`config.mk`:
```
export PLATFORM = sky130hd
export DESIGN_NAME = seq_digit_multiplier
export DESIGN_NICKNAME = d
export VERILOG_FILES = /design/src/rtl/seq_digit_multiplier.sv
export SDC_FILE = /design/constraint.sdc
export NUM_CORES = 1
export LEC_CHECK = 0
export BUFFER_PORTS_ARGS = -buffer_cell sky130_fd_sc_hd__buf_2
export CELL_PAD_IN_SITES_DETAIL_PLACEMENT = 0
export CELL_PAD_IN_SITES_GLOBAL_PLACEMENT = 2
export CORE_ASPECT_RATIO = 0.5
export CORE_UTILIZATION = 39
export CTS_BUF_LIST = sky130_fd_sc_hd__clkbuf_8
export CTS_CLUSTER_SIZE = 40
export DETAILED_ROUTE_END_ITERATION = 10
export GPL_TIMING_DRIVEN = 0
export HOLD_SLACK_MARGIN = 0.12
export PLACE_DENSITY_LB_ADDON = 0.1
export SLEW_MARGIN = 20
export SYNTH_ARGS = -nofsm -noshare
export SYNTH_HDL_FRONTEND = slang
export SYNTH_SLANG_ARGS = --single-unit
export TNS_END_PERCENT = 30
```
`constraint.sdc`:
```
create_clock -name clk -period 13.4 [get_ports clk]
set_input_delay 2.68 -clock clk [delete_from_list [all_inputs] [get_ports clk]]
set_output_delay 2.68 -clock clk [all_outputs]
set_load 0.05 [all_outputs]
```
`src/rtl/seq_digit_multiplier.sv`:
```
// Sequential digit-serial multiplier: consumes D multiplier bits per cycle into a 2W-bit accumulator.
// Optional MULT_SIGNED_EN macro adds an sgn input for two's-complement operands.
module seq_digit_multiplier #(
  parameter int W = 8,
  parameter int D = 2
) (
  input  logic           clk,
  input  logic           rst,
  input  logic           in_valid,
  output logic           in_ready,
  input  logic [W-1:0]   x,
  input  logic [W-1:0]   y,
`ifdef MULT_SIGNED_EN
  input  logic           sgn,
`endif
  output logic           out_valid,
  input  logic           out_ready,
  output logic [2*W-1:0] o,
  output logic           busy
);

  localparam int STEPS = W / D;
  localparam int CW    = (STEPS > 1) ? $clog2(STEPS) : 1;

  if ((W < 2) || (D < 1) || (D > W) || ((W % D) != 0)) begin : g_bad_params
    $error("seq_digit_multiplier: W must be >= 2 and a multiple of D");
  end

  typedef enum logic [1:0] {IDLE, RUN, DONE} state_t;

  state_t           state;
  state_t           next_state;
  logic [2*W-1:0]   x_ext;
  logic [W-1:0]     y_reg;
  logic [2*W-1:0]   acc;
  logic [CW-1:0]    step;
  logic [D-1:0]     digit;
  logic             last_step;
  logic [2*W-1:0]   pp;
  logic [2*W-1:0]   sum;
`ifdef MULT_SIGNED_EN
  logic             sgn_reg;
  logic             neg_msb;
`endif

  always_ff @(posedge clk) begin
    if (rst) begin
      state <= IDLE;
    end else begin
      state <= next_state;
    end
  end

  always_comb begin
    next_state = state;
    unique case (state)
      IDLE:    if (in_valid)  next_state = RUN;
      RUN:     if (last_step) next_state = DONE;
      DONE:    if (out_ready) next_state = IDLE;
      default: next_state = IDLE;
    endcase
  end

  always_comb begin
    in_ready  = 1'b0;
    out_valid = 1'b0;
    busy      = 1'b0;
    unique case (state)
      IDLE:    in_ready  = 1'b1;
      RUN:     busy      = 1'b1;
      DONE:    begin
        out_valid = 1'b1;
        busy      = 1'b1;
      end
      default: in_ready  = 1'b0;
    endcase
  end

  assign digit     = y_reg[int'(step)*D +: D];
  assign last_step = (step == CW'(STEPS - 1));
`ifdef MULT_SIGNED_EN
  // In signed mode the top multiplier bit carries weight -2^(W-1), so it is subtracted.
  assign neg_msb   = sgn_reg && last_step;
`endif

  // And-array for one digit, then shifted into place and added to the accumulator.
  always_comb begin
    pp = '0;
    for (int j = 0; j < D; j++) begin
      if (digit[j]) begin
`ifdef MULT_SIGNED_EN
        if ((j == D - 1) && neg_msb) begin
          pp = pp - (x_ext << j);
        end else begin
          pp = pp + (x_ext << j);
        end
`else
        pp = pp + (x_ext << j);
`endif
      end
    end
    sum = acc + (pp << (int'(step) * D));
  end

  always_ff @(posedge clk) begin
    if (rst) begin
      x_ext <= '0;
      y_reg <= '0;
      acc   <= '0;
      step  <= '0;
      o     <= '0;
`ifdef MULT_SIGNED_EN
      sgn_reg <= 1'b0;
`endif
    end else begin
      unique case (state)
        IDLE: begin
          if (in_valid) begin
`ifdef MULT_SIGNED_EN
            x_ext   <= {{W{sgn & x[W-1]}}, x};
            sgn_reg <= sgn;
`else
            x_ext   <= {{W{1'b0}}, x};
`endif
            y_reg <= y;
            acc   <= '0;
            step  <= '0;
          end
        end
        RUN: begin
          acc <= sum;
          if (last_step) begin
            step <= '0;
            o    <= sum;
          end else begin
            step <= step + CW'(1);
          end
        end
        default: begin
        end
      endcase
    end
  end

endmodule
```
# --- Yosys cells after proc, flatten, opt, wreduce, memory -nomap -nowiden ---
# Index checks and enable logic that the tools add are counted.
word_totals:
  elab_cells: 38
  ff_bits: 52
op_classes:
  eq_ne: 6
  muxes: 14
  shifts: 2
  n_reduce_logical: 7
  addsub: 3
ops:
  columns: ["cell", "count"]
  rows:
  - ["$mux W16", 2]
  - ["$pmux W16 S2", 1]
  - ["$add A16 B16 Y16", 1]
  - ["$add A16 B9 Y16", 1]
  - ["$shl A16 B3 Y16", 1]
  - ["$mux W2", 5]
  - ["$mux W8", 1]
  - ["$shiftx A8 B4 Y2", 1]
  - ["$ne A2 B2 Y1 const B", 3]
  - ["$pmux W2 S3", 1]
  - ["$reduce_and A2 Y1", 3]
  - ["$eq A2 B2 Y1 const B", 2]
  - ["$pmux W2 S2", 1]
  - ["$mux W1", 3]
  - ["$reduce_and A3 Y1", 1]
  - ["$add A2 B1 Y2 const B", 1]
  - ["$eq A2 B1 Y1 const B", 1]
  - ["$logic_not A2 Y1", 1]
  - ["$reduce_bool A2 Y1", 1]
  - ["$reduce_or A2 Y1", 1]

# --- Depth between registers and ports, before layout ---
logic_depth:
  depth_word: 7
  mapped_depth: 21
  mapped_depth_nobuf: 19

# --- Worst setup path before layout ---
# No wires, ideal clock.
synth_timing:
  kind: "register to register"
  start: "reg step[0]"
  end: "reg o[15]"
  period_less_slack_ns: 5.381
  path_stages_with_launch: 22
  n_path_buf: 2
  t_arrival_ns: 5.295
  slack_ns: 8.019
  path_cell_list: "dfxtp_1 -> buf_6 -> mux4_2 -> buf_2 -> and2_1 -> ha_1 -> fa_1 -> a21o_1 -> a21oi_1 -> xnor2_1 -> nand2_1 -> a32o_1 -> mux2_2 -> o2bb2ai_1 -> ha_1 -> and2_1 -> or4_4 -> o2111ai_2 -> nand2_2 -> o41ai_4 -> xor3_1 -> a211oi_1"
synth_via:
  elab_chain_len: 6
  elab_cells_between_ends: 8
synth_rtl:
  columns: ["item", "line_no", "text"]
  rows:
  - ["from (decl)", "36", "logic [CW-1:0] step;"]
  - ["from (signal assigned)", "136", "step <= step + CW'(1);"]
  - ["$shiftx A8 B4 Y2", "79", "assign digit = y_reg[int'(step)*D +: D];"]
  - ["$mux W8", "90", "if (digit[j]) begin"]
  - ["$add A16 B9 Y16", "98", "pp = pp + (x_ext << j);"]
  - ["$mux W16", "90", null]
  - ["$shl A16 B3 Y16", "102", "sum = acc + (pp << (int'(step) * D));"]
  - ["$add A16 B16 Y16", "102", null]
  - ["to (signal assigned)", "134", "o <= sum;"]
  - ["to (decl)", "18", "output logic [2*W-1:0] o,"]
# Parallel ways exist; a longest one is shown, timed or not.
# A chain may end at the register's enable or synchronous reset.

# --- Final worst setup path ---
# Same ends and word-level chain as after synthesis.

==> flow_metrics.tcl <==
set metrics [dict create \
    ir_drop_uv 40.6 \
    grt_max_degree 17 \
    yosysSeqAreaShare_pct 28.1 \
    slew_headroom_pct 54.7 \
    synth-seq-cells 52 \
    cts_sinks 52 \
    setup_viol_count_final 0 \
    synth_edf_count 0 \
    crit_path_end "o[15]$_SDFFE_PP0P_" \
    crit_type "flop to flop" \
    avgRoutedWirePerCell_microns 16.6 \
    synth_async_sr_flop_share_pct 0 \
    syn_area_per_cell_sq_um 7.86 \
    synth_area_leader_cell "dfxtp_1" \
    ctsResizeCount 0 \
    end_kind "flop" \
    p_per_area_nw_per_um2 85.4 \
    area_growth_pct 12.1 \
    finalWirelength_microns 10600 \
    cp-start-kind "flop" \
    yosysMostFrequentCell "nand2_1" \
    synthesis.nets 516 \
    start_util_pct 41.4 \
    hold_depth 2 \
    rsz0062_at_grt "false" \
    fin_crit_ns 6.10 \
    cts_tree "built" \
    layout-drive-gt1-share_pct 12.8 \
    worst-path-max-fanout 10 \
    fin_crit_sh_pct 45.5 \
    row_count 24 \
    dp_hpwl_microns 7960 \
    grt_usage_pct 22.6 \
    clockBufferDepth 2 \
    cts-buffers-inserted 5 \
    outcome "complete, no violations" \
    path_buf_inv 2 \
    clock_skew_ns 0.0200 \
    clock_latency_ns 0.33 \
    postRouteAntennaNets 0 \
    hp-class "flop to flop" \
    final_max_slew_viol_count 0 \
    hold_slack_ns 0.455 \
    synthTopCellsByCount "73 x nand2_1, 52 x dfxtp_1, 39 x a21oi_1, 35 x nor2_1, 24 x clkbuf_1" \
    slowest_delay_ns 0.60 \
    overflow 0 \
    cp_cell_sequence "buf_6, mux4_2, buf_2, and2_1, ha_1, fa_1, a21o_1, a21oi_1, xnor2_1, nand2_1, a32o_1, mux2_2, o2bb2ai_1, ha_1, and2_1, or4_4, o2111ai_2, nand2_2, o41ai_4, xor3_1, a211oi_1" \
    synth_cell_types 69 \
    crit_family "compound AO/OA/AOI/OAI gates" \
    diodes 0 \
    cts_hold_buf 0 \
    gp_congestion 0.841 \
    drc 0 \
    numPortBuffers 38 \
    dieArea_sq_um 9910 \
    dr.pass1.iters 4 \
    synth.cell_area_sq_um 3700 \
    drv_cap 0 \
    postCtsSetupBuffers 0 \
    grt_pass1_wl_microns 17400 \
    cpMaxStageDelayCell "mux4_2" \
    synth_ff_type "dfxtp_1" \
    root_buffer "clkbuf_8" \
    leakage_nw 1.74 \
    final_nets 561 \
    tightest_slew_ns 0.680 \
    crit_path_start "step[0]$_SDFFE_PP0P_" \
    fin_setup_tns_ns 0 \
    die_y_microns 70.9 \
    drt_iter0_markers 213 \
    route.vias.total 3493 \
    grt_pass1_vias 3253 \
    ios 39 \
    yosys_warnings 0 \
    fmax_ghz 0.164 \
    fp.coreArea_sq_um 8950 \
    r2r_start "step[0]$_SDFFE_PP0P_" \
    synth_top_area_share_pct 28.1 \
    crit_required_ns 13.64 \
    antenna_found_initial 0 \
    drt-vias-per-instance 5.51 \
    synthCells 471 \
    clk_pin_slew_ns 0.10 \
    final-hold-violation-count 0 \
    ff2ff_setup_slack_ns 7.30 \
    htree_levels 2 \
    path_depth 21 \
    worstPathArrival_ns 6.34 \
    r2r_end "o[15]$_SDFFE_PP0P_" \
    largest_registers "acc x16, o x16" \
    synth.area.top_cells "dfxtp_1 28%, ha_1 7.8%, nand2_1 7.4%" \
    die_x_microns 140 \
    reg2reg_depth 21 \
]
layout make-up:
| class | count | area, sq um |
|---|---|---|
| Tap cell | 117 | 146 |
| Inverter | 15 | 56.3 |
| Multi-Input combinational cell | 376 | 2490 |
| Buffer | 28 | 116 |
| Clock inverter | 3 | 42.5 |
| Sequential cell | 52 | 1040 |
| Clock buffer | 5 | 68.8 |
| Timing Repair Buffer | 38 | 190 |
| Fill cell | 926 | 4800 |
per-stage QoR:
step | total power [mW] | util (%) | instance area (sq um) | std cells | setup WS, ns
2_1_floorplan | 0.221 | - | 3700 | 471 | 8.02
3_3_place_gp | 0.243 | 45.1 | 4040 | 626 | 7.38
3_5_place_dp | 0.243 | 45.1 | 4040 | 626 | 7.38
4_1_cts | 0.359 | 46.4 | 4150 | 634 | 7.34
5_1_grt | 0.376 | 46.4 | 4150 | 634 | 6.91
6_report | 0.355 | 46.4 | 4150 | 634 | 7.30
power breakdown:
group          total, mW  internal (mW)  switching [mW]
clock network      0.115         0.0559          0.0589
registers          0.165          0.160         0.00534
logic             0.0749         0.0250          0.0499
total              0.355          0.240           0.114
layout by cell type, fill, tap and decap left out, types with 11 or more instances in the layout:
cell type and instances:
buf_2 41, nor2_1 35, ha_1 23, clkbuf_1 24, a21oi_1 39, o21ai_0 11, nand3_1 19, nand2_1 73
dfxtp_1 52, inv_1 15, and2_1 12
tightest hold or removal path, stage by stage, from the launching register on:
cell and delay, ns:
dfxtp_1 0.32, nand2_1 0.05, a21oi_1 0.05
cell families after synthesis:
logic type / share of synthesized area (%)
XOR/XNOR: 3.24
multiplexers: 5.24
adder cells (fa/ha/maj): 8.85
AO/OA/AOI/OAI: 24.0
AND/OR/NAND/NOR: 25.9
buffers and inverters: 4.66
flip-flops: 28.1
per-layer routing:
layer  GRT usage [%]  vias up  share of wire [%]
li1                -     1798                  -
met1            33.0     1633                 54
met2            34.2       52                 41
met3            5.01       10                4.7
met4            4.27        0               0.64
met5               0        -                  0
worst min path at each step:
stage                          startpoint                    end  slack (ns)
global placement        o[6]$_SDFFE_PP0P_      o[6]$_SDFFE_PP0P_        0.44
floorplan           y_reg[7]$_SDFFE_PP0P_  y_reg[7]$_SDFFE_PP0P_        0.43
CTS                     o[2]$_SDFFE_PP0P_      o[2]$_SDFFE_PP0P_        0.46
finish                  o[0]$_SDFFE_PP0P_      o[0]$_SDFFE_PP0P_        0.46
global route            o[5]$_SDFFE_PP0P_      o[5]$_SDFFE_PP0P_        0.48
detailed placement      o[2]$_SDFFE_PP0P_      o[2]$_SDFFE_PP0P_        0.44
(Power assumes the default switching activity.)
